<file path="config.mk">
export PLATFORM = sky130hd
export DESIGN_NAME = puzzle_replay_flat
export DESIGN_NICKNAME = d
export VERILOG_FILES = /design/src/rtl/puzzle_pkg.sv /design/src/rtl/puzzle_replay_if.sv /design/src/rtl/board_slide.sv /design/src/rtl/puzzle_replay.sv /design/src/flat_wrapper.sv
export SDC_FILE = /design/constraint.sdc
export NUM_CORES = 1
export LEC_CHECK = 0
export BUFFER_PORTS_ARGS = -buffer_cell sky130_fd_sc_hd__buf_4
export CAP_MARGIN = 30
export CELL_PAD_IN_SITES_DETAIL_PLACEMENT = 0
export CELL_PAD_IN_SITES_GLOBAL_PLACEMENT = 1
export CORE_UTILIZATION = 28
export CTS_BUF_LIST = sky130_fd_sc_hd__clkbuf_2 sky130_fd_sc_hd__clkbuf_4 sky130_fd_sc_hd__clkbuf_8
export DETAILED_ROUTE_END_ITERATION = 6
export PLACE_DENSITY = 0.7
export SLEW_MARGIN = 0
export SYNTH_ARGS = -nofsm -noshare
export SYNTH_HDL_FRONTEND = slang
export SYNTH_SLANG_ARGS = --single-unit
</file>
<file path="constraint.sdc">
create_clock -name clk -period 8 [get_ports clk]
set_clock_uncertainty 0.15 [all_clocks]
set_input_delay 2 -clock clk [delete_from_list [all_inputs] [get_ports clk]]
set_output_delay 2 -clock clk [all_outputs]
set_load 0.01 [all_outputs]
</file>
<file path="src/rtl/puzzle_pkg.sv">
// Shared 8-puzzle definitions: board layout, direction codes, replay states
// and cell/header accessors used by the replay engine and the register file.
package puzzle_pkg;
    localparam int BOARD_W = 40;
    localparam int ORD_W   = 34;

    localparam logic [BOARD_W-1:0] IDEAL = 40'h8123456780;

    localparam logic [1:0] DIR_UP    = 2'b00;
    localparam logic [1:0] DIR_DOWN  = 2'b01;
    localparam logic [1:0] DIR_LEFT  = 2'b10;
    localparam logic [1:0] DIR_RIGHT = 2'b11;

    typedef enum logic [2:0] {
        ST_IDLE,
        ST_EMIT,
        ST_WAIT,
        ST_APPLY,
        ST_DONE,
        ST_ERR
    } state_e;

    function automatic logic [3:0] blank_idx(input logic [BOARD_W-1:0] b);
        return b[39:36];
    endfunction

    // Cell 0 is the most significant nibble below the header; i must be 0..8.
    function automatic logic [3:0] cell_get(input logic [BOARD_W-1:0] b, input logic [3:0] i);
        logic [5:0] sh;
        sh = {4'd8 - i, 2'b00};
        return 4'(b[35:0] >> sh);
    endfunction

    function automatic logic [BOARD_W-1:0] cell_set(input logic [BOARD_W-1:0] b,
                                                    input logic [3:0] i,
                                                    input logic [3:0] v);
        logic [5:0]  sh;
        logic [35:0] m;
        logic [35:0] cells;
        sh    = {4'd8 - i, 2'b00};
        m     = 36'hF << sh;
        cells = (b[35:0] & ~m) | (36'(v) << sh);
        return {b[39:36], cells};
    endfunction
endpackage

</file>
<file path="src/rtl/puzzle_replay_if.sv">
// Board stream from the replay engine to the display side (valid/ready).
interface puzzle_replay_if;
    import puzzle_pkg::*;

    logic [BOARD_W-1:0] out_board;
    logic [3:0]         out_step;
    logic               out_valid;
    logic               out_ready;

    modport master (output out_board, output out_step, output out_valid, input out_ready);
    modport slave  (input out_board, input out_step, input out_valid, output out_ready);
endinterface

</file>
<file path="src/rtl/board_slide.sv">
// Combinational single move: slides the blank one step in dir, flags moves
// that would leave the 3x3 grid or start from a corrupt blank index.
module board_slide
    import puzzle_pkg::*;
(
    input  logic [BOARD_W-1:0] board,
    input  logic [1:0]         dir,
    output logic [BOARD_W-1:0] next_board,
    output logic               illegal
);
    logic [3:0] idx;
    logic [3:0] nidx;
    logic [3:0] tile;

    always_comb begin
        idx        = blank_idx(board);
        nidx       = idx;
        tile       = 4'd0;
        illegal    = (idx > 4'd8);
        next_board = board;
        case (dir)
            DIR_UP:    begin illegal = illegal | (idx < 4'd3);          nidx = idx - 4'd3; end
            DIR_DOWN:  begin illegal = illegal | (idx > 4'd5);          nidx = idx + 4'd3; end
            DIR_LEFT:  begin illegal = illegal | ((idx % 4'd3) == 4'd0); nidx = idx - 4'd1; end
            DIR_RIGHT: begin illegal = illegal | ((idx % 4'd3) == 4'd2); nidx = idx + 4'd1; end
        endcase
        if (!illegal) begin
            tile              = cell_get(board, nidx);
            next_board        = cell_set(cell_set(board, nidx, 4'd0), idx, tile);
            next_board[39:36] = nidx;
        end
    end
endmodule

</file>
<file path="src/rtl/puzzle_replay.sv">
// Replays a solved move sequence one board per handshake, pacing the stream
// and flagging sequences that are illegal or do not finish on the ideal board.
module puzzle_replay
    import puzzle_pkg::*;
#(
    parameter int PACE = 0
) (
    input  logic               clk,
    input  logic               rst_n,
    input  logic               start,
    input  logic [BOARD_W-1:0] init_board,
    input  logic [ORD_W-1:0]   ord,
    input  logic               comp,
    puzzle_replay_if.master    dsp,
    output logic               busy,
    output logic               done,
    output logic               err
);
    localparam int CW = (PACE > 1) ? $clog2(PACE + 1) : 1;

    state_e             state_q, state_d;
    logic [BOARD_W-1:0] board_q, board_d;
    logic [ORD_W-1:0]   ord_q,   ord_d;
    logic [3:0]         step_q,  step_d;
    logic [CW-1:0]      cnt_q,   cnt_d;
    logic               done_q,  done_d;
    logic               err_q,   err_d;

    logic [1:0]         mv_dir;
    logic [BOARD_W-1:0] slid;
    logic               mv_bad;
    logic [3:0]         depth;

    assign depth  = ord_q[33:30];
    assign mv_dir = ord_q[{step_q, 1'b0} +: 2];

    board_slide u_slide (
        .board      (board_q),
        .dir        (mv_dir),
        .next_board (slid),
        .illegal    (mv_bad)
    );

    always_ff @(posedge clk) begin
        if (!rst_n) begin
            state_q <= ST_IDLE;
            board_q <= '0;
            ord_q   <= '0;
            step_q  <= '0;
            cnt_q   <= '0;
            done_q  <= 1'b0;
            err_q   <= 1'b0;
        end else begin
            state_q <= state_d;
            board_q <= board_d;
            ord_q   <= ord_d;
            step_q  <= step_d;
            cnt_q   <= cnt_d;
            done_q  <= done_d;
            err_q   <= err_d;
        end
    end

    always_comb begin
        state_d = state_q;
        board_d = board_q;
        ord_d   = ord_q;
        step_d  = step_q;
        cnt_d   = cnt_q;
        done_d  = done_q;
        err_d   = err_q;
        case (state_q)
            ST_IDLE, ST_DONE, ST_ERR: begin
                if (start) begin
                    done_d = 1'b0;
                    err_d  = 1'b0;
                    if (!comp) begin
                        state_d = ST_ERR;
                        err_d   = 1'b1;
                    end else begin
                        board_d = init_board;
                        ord_d   = ord;
                        step_d  = 4'd0;
                        state_d = ST_EMIT;
                    end
                end
            end
            ST_EMIT: begin
                if (dsp.out_ready) begin
                    if (step_q == depth) begin
                        if (board_q == IDEAL) begin
                            state_d = ST_DONE;
                            done_d  = 1'b1;
                        end else begin
                            state_d = ST_ERR;
                            err_d   = 1'b1;
                        end
                    end else begin
                        state_d = ST_WAIT;
                        cnt_d   = CW'(PACE);
                    end
                end
            end
            ST_WAIT: begin
                if (cnt_q == '0) state_d = ST_APPLY;
                else             cnt_d   = cnt_q - 1'b1;
            end
            ST_APPLY: begin
                // An illegal move leaves the last emitted board on the bus.
                if (mv_bad) begin
                    state_d = ST_ERR;
                    err_d   = 1'b1;
                end else begin
                    board_d = slid;
                    step_d  = step_q + 4'd1;
                    state_d = ST_EMIT;
                end
            end
            default: state_d = ST_IDLE;
        endcase
    end

    assign dsp.out_valid = (state_q == ST_EMIT);
    assign dsp.out_board = board_q;
    assign dsp.out_step  = step_q;
    assign busy          = (state_q == ST_EMIT) || (state_q == ST_WAIT) || (state_q == ST_APPLY);
    assign done          = done_q;
    assign err           = err_q;
endmodule

</file>
<file path="src/flat_wrapper.sv">
// flat-port wrapper written by rule: the top's interface ports become plain ports
module puzzle_replay_flat import puzzle_pkg::*;
#(
    parameter int PACE = 0
)
  (clk, rst_n, start, init_board, ord, comp, busy, done, err, dsp_out_board, dsp_out_step, dsp_out_valid, dsp_out_ready);
  puzzle_replay_if dsp_i ();
  input  logic clk;
  input  logic rst_n;
  input  logic start;
  input  logic [BOARD_W-1:0] init_board;
  input  logic [ORD_W-1:0] ord;
  input  logic comp;
  output logic busy;
  output logic done;
  output logic err;
  output wire logic [$bits(dsp_i.out_board)-1:0] dsp_out_board;
  output wire logic [$bits(dsp_i.out_step)-1:0] dsp_out_step;
  output wire logic [$bits(dsp_i.out_valid)-1:0] dsp_out_valid;
  input wire logic [$bits(dsp_i.out_ready)-1:0] dsp_out_ready;
  assign dsp_out_board = dsp_i.out_board;
  assign dsp_out_step = dsp_i.out_step;
  assign dsp_out_valid = dsp_i.out_valid;
  assign dsp_i.out_ready = dsp_out_ready;
  puzzle_replay #(.PACE(PACE)) u_core (.clk(clk), .rst_n(rst_n), .start(start), .init_board(init_board), .ord(ord), .comp(comp), .dsp(dsp_i), .busy(busy), .done(done), .err(err));
endmodule
</file>
# After elaboration in Yosys (flattened, before gate mapping)
# Index checks and enable logic that the tools add are counted.
[totals]
out_inout_bits = 48
in_bits = 79
register_bits = 84
elab_cells = 106
[classes]
shift = 6
reduce_logical = 16
n_mux = 34
n_addsub = 8
div_mod_pow = 1
bitwise = 10
n_eq_ne = 21
order_cmp = 3
[ops]
columns = ["operator", "n"]
rows = [
  ["$mux W40", 3],
  ["$pmux W40 S2", 1],
  ["$and A36 B36 Y36", 2],
  ["$not A36 Y36", 2],
  ["$or A36 B36 Y36", 2],
  ["$shl A4 B6 Y36 const A", 2],
  ["$eq A40 B40 Y1 const B", 1],
  ["$shl A1 B6 Y36 const A", 1],
  ["$shl A4 B6 Y36", 1],
  ["$shr A36 B6 Y4", 1],
  ["$shiftx A34 B6 Y2", 1],
  ["$mux W3", 6],
  ["$pmux W4 S4", 1],
  ["$mux W1", 14],
  ["$mux W4", 3],
  ["$ne A2 B2 Y1 const B", 6],
  ["$pmux W3 S4", 1],
  ["$reduce_and A3 Y1", 3],
  ["$add A4 B1 Y4 const B", 2],
  ["$ne A2 B1 Y1 const B", 4],
  ["$pmux W4 S2", 1],
  ["$sub A4 B4 Y4 const A", 2],
  ["$eq A3 B2 Y1 const B", 2],
  ["$eq A3 B3 Y1 const B", 2],
  ["27 further kinds", 35],
]

# Logic depth before layout (Yosys ltp)
# Gate-level depths: netlist (run 1).
[depth]
ltp_word = 12
mapped_depth = 18

# Hierarchy
# Synthesis (run 1) repeated with hierarchy kept, for this count alone.
[unflattened]
hier_cells = 696
area_unflattened_um2 = 5875.6
[modules_own_cells]
columns = ["module", "seq_area_each_um2", "n_inst", "area_each_um2", "cells_each"]
rows = [
  ["puzzle_replay", 1661.6, 1, 4061.4, 476],
  ["board_slide", 0.0, 1, 1814.2, 220],
]

# Worst setup path after synthesis (run 1)
# Ideal clock, no wire load.
[synth_timing]
path_kind = "register to register"
startpoint = "register u_core.step_q[0] (netlist: u_core.dsp.out_step[0])"
endpoint = "register u_core.board_q[32] (netlist: u_core.dsp.out_board[32])"
slack_ns = 3.683
required_time_ns = 7.733
path_buffers = 3
arrival_ns = 4.050
stages_incl_launch_ff = 16
path_cell_list = "dfxtp_1 buf_6 buf_6 nor2b_1 a22oi_1 a32oi_4 nand2_1 fa_1 mux2i_1 ha_1 buf_1 mux4_2 mux2i_2 inv_1 a22o_1 a22o_1"
[synth_via]
elab_chain_len = 12
elab_cells_between_ends = 21
classes_between = "1 x add/sub; 4 x eq/ne; 5 x shift; 4 x mux; 5 x bitwise; 2 x reduce/logical"
[synth_rtl]
columns = ["element", "line_no", "text"]
rows = [
  ["start: declaration", "puzzle_replay.sv:24", "logic [3:0] step_q, step_d;"],
  ["start signal: assignment", "puzzle_replay.sv:57", "step_q <= step_d;"],
  ["$shiftx A34 B6 Y2 (*)", "puzzle_replay.sv:35", "assign mv_dir = ord_q[{step_q, 1'b0} +: 2];"],
  ["branches (longest 11 deep; another with $sub A4 B4 Y4)", "-", ""],
  ["end signal: assignment", "puzzle_replay.sv:55", "board_q <= board_d;"],
  ["end: declaration", "puzzle_replay.sv:22", "logic [BOARD_W-1:0] board_q, board_d;"],
]
# Mark *: on every way between the ends. The select of a mux whose other input is x is not followed.
# A chain may end at the register's enable or synchronous reset.

# Final worst setup path (run 1)
[layout_timing]
startpoint = "register u_core.step_q[1] (netlist: u_core.dsp.out_step[1])"
endpoint = "register u_core.board_q[23] (netlist: u_core.dsp.out_board[23])"
# Same word-level chain as after synthesis.

==> results.md, run 1 <==
* Worst-path clk slew at 0.09 ns
* Final ANT Viol Nets at 0
* Compound-gate portion of the synthesized area at 28.4%
* Crit path buffers/inverters at 0
* Vias/cell at 5.23
* Maximum vdd drop at 0.000101 V
* Worst EP required at 8.12 ns
* Net count after synthesis at 800
* Seq cells post-synth at 83
* Start-to-end type of the worst setup path: flop to flop
* Fmax at 195 MHz
* Clock insertion delay at the later pin of the skew report at 0.38 ns
* RR Endpoint: u_core.dsp.out_board[23]
* Number of resized instances in the post-cts repair step at 0
* Slew @ Worst Pin at 0.939 ns
* Post-synthesis simple-gate area fraction at 21.9%
* Cell count after synthesis at 702
* Hold Path Class: flop to flop
* Site row count at 51
* Global-route total usage across every layer at 18.6%
* Non-Filler Cell Area, Final at 6950 um^2
* Fin nets at 895
* Mapped cell area at 5640 um^2
* Share of synthesized area spent on multiplexers at 8.28%
* Critical-path cell with the highest stage delay: dfxtp_1
* Input/output buffers at 126
* Number of top-level pins at 127
* Unrepaired setup endpoints after global routing: no
* Final period utilization at 64.1%
* Number of global-route vias before repair at 5248
* Max clock buf depth at 2
* Worst setup EP type: flop
* Static leakage power at 0.00275 uW
* Max-slew headroom at the worst pin at 37.3%
* Detailed router's first-iteration violation count at 399
* Number of distinct library cells after synthesis at 76
* Routed wire per std cell at 17.7 um
* Die width at 144 um
* CTS tree: done
* Final Non-Filler Cells at 1067
* Fraction of synthesized cell area in xor and xnor cells at 1.80%
* Delay of the slowest cell on the worst path at 0.81 ns
* Mean instance size in the synthesized netlist at 8.03 um^2
* Setup bufs post-CTS at 0
* Setup crit start: u_core.dsp.out_step[1]
* Result of the run: complete, no violations
* Post-synth EDFFs at 0
* Setup TNS Final at 0 ns
* Predominant post-synthesis flop cell: dfxtp_1
* Grt ovf at 0
* Min cycle time layout at 5.13 ns
* Most frequent cells in the layout: nand2_1 (137), buf_4 (135), dfxtp_1 (83)
* Post-route DRC at 0
* Cell area after placement at 6740 um^2
* Pin count of the biggest net entering global routing at 53
* Final Hold Vio Count at 0
* HPWL reported at the end of detailed placement at 13800 um
* Final setup violation count at 0
* Final slew viol count at 0
* Placed cell count at 1051
* Share of cells above drive strength 1 at 25.1%
* Startpoint of the lowest-slack register-to-register path: u_core.dsp.out_step[1]
* Weighted congestion reported at the end of routability-driven placement at 0.836
* DR vias at 5584
* Floorplan die height at 144 um
* Effective utilization at floorplan at 28.8%
* Hold buffer count at cts at 0
* Type of element launching the critical path: flop
* Maximum fanout count along the critical path at 17
* Sequence of cells on the critical path: mux2_2 > a22oi_1 > a32oi_4 > nand2_1 > fa_1 > mux2i_1 > ha_1 > or2_2 > a211oi_4 > nor2_4 > mux2i_4 > o21ai_1 > and3_4 > a32o_1
* Number of H-tree branching levels at 3
* Die area at 20700 um^2
* Arr. time, crit path at 5.24 ns
* Fraction of registers with async set or reset after synthesis at 0%
* Most frequent standard cell in the layout excluding fill and tap cells: nand2_1
* Number of buffers inserted during clock tree synthesis at 9
* Adder-Cell Fraction of Synth Area at 4.35%
* First-pass GRT wire length at 29400 um
* Cell family with the largest share of critical-path delay: multiplexers
* Routed wire length at 18900 um
* Path length in cells of the critical path at 14
* Register-to-Register Path Depth at 14
* First-pass detailed-route iteration total at 5
* Largest family of logic cells by synthesized area: compound AO/OA/AOI/OAI gates
* R2r setup slk at 2.87 ns
* Worst Hold Depth at 2
* Total clock sinks at 83
* CP endpoint: u_core.dsp.out_board[23]
* Areal power density over the cells at 157 nW/um^2
* Cell chosen for the clock root: clkbuf_8
* Max-cap violations at 0
* Core box area at 19600 um^2
* Synthesis-to-layout area growth at 23.3%
* Initial antenna violation count at 0
* Seq/Total Area, Yosys at 29.5%
* Number of warning messages in the yosys log at 0
* Diodes inserted at 0
area by class of cell:
| type | count | area [um^2] |
|---|---|---|
| Multi-Input combinational cell | 548 | 3660 |
| Clock inverter | 6 | 71.3 |
| Inverter | 20 | 75.1 |
| Clock buffer | 10 | 138 |
| Timing Repair Buffer | 135 | 1010 |
| Tap cell | 265 | 332 |
| Fill cell | 2101 | 12600 |
| Sequential cell | 83 | 1660 |
synth_stat cells (4+ instances only):
library cell | instances | area [um^2]
a32o_1 | 21 | 210
nor4b_1 | 5 | 43.8
o21ai_0 | 33 | 165
dfxtp_1 | 83 | 1660
nand3_1 | 10 | 50.1
nor3_1 | 13 | 65.1
buf_2 | 10 | 50.1
nand2_1 | 138 | 518
buf_4 | 4 | 30.0
mux2_2 | 6 | 67.6
clkbuf_1 | 32 | 120
a21oi_1 | 58 | 290
a21o_1 | 4 | 30.0
nor4_1 | 4 | 25.0
mux2i_1 | 5 | 50.1
a22o_1 | 10 | 87.6
o211ai_1 | 6 | 45.0
ha_1 | 18 | 225
a31oi_1 | 4 | 25.0
o22ai_1 | 12 | 75.1
and3_1 | 6 | 37.5
a22oi_1 | 4 | 30.0
o31ai_1 | 8 | 60.1
buf_6 | 4 | 45.0
a41oi_1 | 4 | 35.0
xnor2_1 | 6 | 52.6
and2_1 | 5 | 31.3
nor2_1 | 47 | 176
o21a_1 | 10 | 75.1
inv_1 | 20 | 75.1
nand2b_1 | 7 | 43.8
o21ai_1 | 22 | 110
nor2b_1 | 11 | 68.8
mux4_2 | 12 | 270
state kept, by name, indices dropped and copies added, names as in the netlist:
signal	cells
u_core.done	1
u_core.dsp.out_board	40
u_core.dsp.out_step	4
u_core.err	1
u_core.ord_q	34
u_core.state_q	3
worst register-to-register path: stages, from the launching register on:
cell and delay (ns):
dfxtp_1 0.81, mux2_2 0.41, a22oi_1 0.33, a32oi_4 0.26, nand2_1 0.25, fa_1 0.46, mux2i_1 0.40, ha_1 0.29
or2_2 0.15, a211oi_4 0.07, nor2_4 0.44, mux2i_4 0.46, o21ai_1 0.10, and3_4 0.22, a32o_1 0.21
cell families after synthesis:
family | after synthesis
simple gates | 266
compound gates | 225
flops | 83
buf+inv | 71
mux | 28
fa+ha+maj | 19
xor+xnor | 10
routing by layer:
metal	global-route usage, %	vias up	wire length (um)
met2	28.7	209	8610
met1	26.0	2627	8820
met5	0	-	0
met4	5.43	0	308
li1	-	2729	-
met3	3.53	19	1140
through the flow:
stage                     hold WS (ns)  setup slack [ns]  util (%)  power [uW]
after CTS                        0.310              2.89      35.5        1100
after global placement           0.296              3.07      34.4         766
after floorplan                  0.283              3.68         -         652
after global routing             0.329              2.49      35.5        1150
after detailed placement         0.297              2.90      34.4         766
final                            0.309              2.87      35.5        1090
how the worst min path moves through the flow:
stage,start,end,slack (ns)
2_1_floorplan,u_core.ord_q[20],u_core.ord_q[20],0.28
5_1_grt,u_core.ord_q[1],u_core.ord_q[1],0.33
4_1_cts,u_core.ord_q[2],u_core.ord_q[2],0.31
6_report,u_core.ord_q[15],u_core.ord_q[15],0.31
3_3_place_gp,u_core.ord_q[20],u_core.ord_q[20],0.30
3_5_place_dp,u_core.ord_q[15],u_core.ord_q[15],0.30
power breakdown:
group | total (uW) | internal (uW) | switching, uW
Combinational | 291 | 129 | 161
Clock | 331 | 156 | 176
Sequential | 466 | 438 | 28.5
(Power assumes the default switching activity.)
==> inputs of run 2 (changes only) <==
- clock period: 8 -> 5.35 ns (I/O delays scaled with it)
==> run 2 against run 1 <==
  * Power increased by 47%
  * Largest power group unchanged
  * Largest cell class unchanged
  * Clock power up 39%
  * Core utilization up 0.12 points
  * Non-clock buffer count grew 4
  * First-iteration DRC count is 7.3% higher
  * Sequential power is 49% higher
  * Cell count increased by 0.37%
  * Highest routed layer unchanged
  * Combinational power grew 51%
==> results.md, run 2 (same netlist as run 1, synthesis figures left out) <==
* Detailed router's first-iteration violation count at 428 (was 399)
* Path length in cells of the critical path at 14 (unchanged)
* Total clock sinks at 83 (unchanged)
* Number of global-route vias before repair at 5368 (was 5248)
* Global-route total usage across every layer at 18.5% (was 18.6%)
* Grt ovf at 0 (unchanged)
* Maximum fanout count along the critical path at 15 (was 17)
* Weighted congestion reported at the end of routability-driven placement at 0.812 (was 0.836)
* Cell family with the largest share of critical-path delay: multiplexers (unchanged)
* Delay of the slowest cell on the worst path at 0.68 ns (was 0.81 ns)
* Fmax at 198 MHz (was 195 MHz)
* Result of the run: complete, no violations (unchanged)
* Register-to-Register Path Depth at 14 (unchanged)
* Slew @ Worst Pin at 0.914 ns (was 0.939 ns)
* Most frequent cells in the layout: buf_4 (138), nand2_1 (137), dfxtp_1 (82) (was nand2_1 (137), buf_4 (135), dfxtp_1 (83))
* Unrepaired setup endpoints after global routing: no (unchanged)
* Worst Hold Depth at 2 (unchanged)
* Crit path buffers/inverters at 0 (unchanged)
* Input/output buffers at 126 (unchanged)
* Hold Worst Slack at 0.308 ns (was 0.309 ns)
* Max-slew headroom at the worst pin at 39.1% (was 37.3%)
* Final slew viol count at 0 (unchanged)
* Floorplan die height at 144 um (unchanged)
* Final Hold Vio Count at 0 (unchanged)
* Routed wire per std cell at 17.6 um (was 17.7 um)
* First-pass GRT wire length at 29500 um (was 29400 um)
* Final setup violation count at 0 (unchanged)
* Site row count at 51 (unchanged)
* Post-route DRC at 0 (unchanged)
* Arr. time, crit path at 5.15 ns (was 5.24 ns)
* Vias/cell at 5.26 (was 5.23)
* Sequence of cells on the critical path: mux2_2 > a22oi_1 > a32oi_4 > nand2_1 > fa_1 > mux2i_1 > ha_1 > or2_2 > a211oi_4 > nor2_4 > mux2i_2 > o21ai_1 > nand3_1 > o22ai_1 (was mux2_2 > a22oi_1 > a32oi_4 > nand2_1 > fa_1 > mux2i_1 > ha_1 > or2_2 > a211oi_4 > nor2_4 > mux2i_4 > o21ai_1 > and3_4 > a32o_1)
* Setup TNS Final at 0 ns (unchanged)
* Die area at 20700 um^2 (unchanged)
* Min cycle time layout at 5.05 ns (was 5.13 ns)
* Critical-path cell with the highest stage delay: dfxtp_1 (unchanged)
* Die width at 144 um (unchanged)
* Placed cell count at 1055 (was 1051)
* Number of buffers inserted during clock tree synthesis at 9 (unchanged)
* Most frequent standard cell in the layout excluding fill and tap cells: buf_4 (was nand2_1)
* Fin nets at 899 (was 895)
* Max-cap violations at 0 (unchanged)
* Hold Path Class: flop to flop (unchanged)
* Diodes inserted at 0 (unchanged)
* R2r setup slk at 0.30 ns (was 2.87 ns)
* Synthesis-to-layout area growth at 23.7% (was 23.3%)
* Clock insertion delay at the later pin of the skew report at 0.38 ns (about the same)
* RR Endpoint: u_core.dsp.out_board[20] (was u_core.dsp.out_board[23])
* Type of element launching the critical path: flop (unchanged)
* Number of H-tree branching levels at 3 (unchanged)
* Static leakage power at 0.00277 uW (was 0.00275 uW)
* Cell chosen for the clock root: clkbuf_8 (unchanged)
* Fillcell total at 2094 (was 2101)
* Hold buffer count at cts at 0 (unchanged)
* Final ANT Viol Nets at 0 (unchanged)
* Endpoint with the worst hold slack: u_core.ord_q[11] (was u_core.ord_q[15])
* Final period utilization at 94.3% (was 64.1%)
* Effective utilization at floorplan at 28.8% (unchanged)
* Worst EP required at 5.46 ns (was 8.12 ns)
* Start-to-end type of the worst setup path: flop to flop (unchanged)
* Launch point of the worst hold path: u_core.ord_q[11] (was u_core.ord_q[15])
* Pin count of the biggest net entering global routing at 53 (unchanged)
* Final Non-Filler Cells at 1071 (was 1067)
* HPWL reported at the end of detailed placement at 13800 um (about the same)
* Post-layout power at 1590 uW (was 1090 uW)
* CTS tree: done (unchanged)
* DR vias at 5634 (was 5584)
* Worst-path clk slew at 0.10 ns (was 0.09 ns)
* Startpoint of the lowest-slack register-to-register path: u_core.dsp.out_step[1] (unchanged)
* Initial antenna violation count at 0 (unchanged)
* Worst setup EP type: flop (unchanged)
* Number of top-level pins at 127 (unchanged)
* Share of cells above drive strength 1 at 25.4% (was 25.1%)
* Routed wire length at 18900 um (about the same)
* Areal power density over the cells at 229 nW/um^2 (was 157 nW/um^2)
* Max FFs per register at 40 (unchanged)
* Maximum vdd drop at 0.0000949 V (was 0.000101 V)
* Core box area at 19600 um^2 (unchanged)
* First-pass detailed-route iteration total at 5 (unchanged)
* Max clock buf depth at 2 (unchanged)
run 2: changes by cell type in the layout (fill, tap and decap cells not counted), sizes merged:
cell,delta
buf,+4
inv,+3
bufinv,-1
clkbuf,-1
clkinvlp,-1
run 2: area by class of cell:
class / instances / area [um^2] / area share [%]
Clock buffer: 9 / 124 / 1.78
Timing Repair Buffer: 139 / 1060 / 15.1
Inverter: 20 / 75.1 / 1.08
Multi-Input combinational cell: 548 / 3660 / 52.4
Clock inverter: 7 / 67.6 / 0.969
Sequential cell: 83 / 1660 / 23.8
Tap cell: 265 / 332 / 4.75
run 2: repair_timing:
item,CTS,global route
setup endpoints to repair,0,9
gates resized for setup,0,1
buffers inserted,0,0
run 2: power breakdown:
part	total, uW	leakage [uW]	internal (uW)	switching (uW)
logic	440	0.00200	196	243
clock network	459	0.0000962	183	276
registers	696	0.000678	655	41.6
run 2: how the worst max path moves through the flow:
stage | from | endpoint | slack, ns
2_1_floorplan | u_core.dsp.out_step[0] | u_core.dsp.out_board[32] | 1.03
3_3_place_gp | u_core.dsp.out_step[0] | u_core.dsp.out_board[20] | 0.41
3_5_place_dp | u_core.dsp.out_step[0] | u_core.dsp.out_board[20] | 0.27
4_1_cts | u_core.dsp.out_step[0] | u_core.dsp.out_board[12] | 0.27
5_1_grt | u_core.dsp.out_step[1] | u_core.dsp.out_board[12] | 0.01
6_report | u_core.dsp.out_step[1] | u_core.dsp.out_board[20] | 0.30
run 2: layer usage:
layer / GRT usage [%] / wire (um) / vias to the layer above / part of all wire, %
li1: - / - / 2745 / -
met4: 6.61 / 401 / 0 / 2.1
met5: 0 / 0 / - / 0
met1: 26.1 / 8920 / 2701 / 47
met2: 28.1 / 8500 / 159 / 45
met3: 3.17 / 1050 / 29 / 5.5
run 2: worst min-delay path: stages, from the launching register on:
cell	delay, ns
dfxtp_1	0.32
nand2_1	0.05
a21oi_1	0.05
run 2: per-stage QoR:
stage                     util (%)  instance area, um^2  setup WS, ns
after floorplan                  -                 5640          1.03
after global placement        34.6                 6770         0.410
after detailed placement      34.6                 6780         0.267
after CTS                     35.6                 6970         0.269
after global routing          35.6                 6970        0.0123
final                         35.6                 6970         0.304
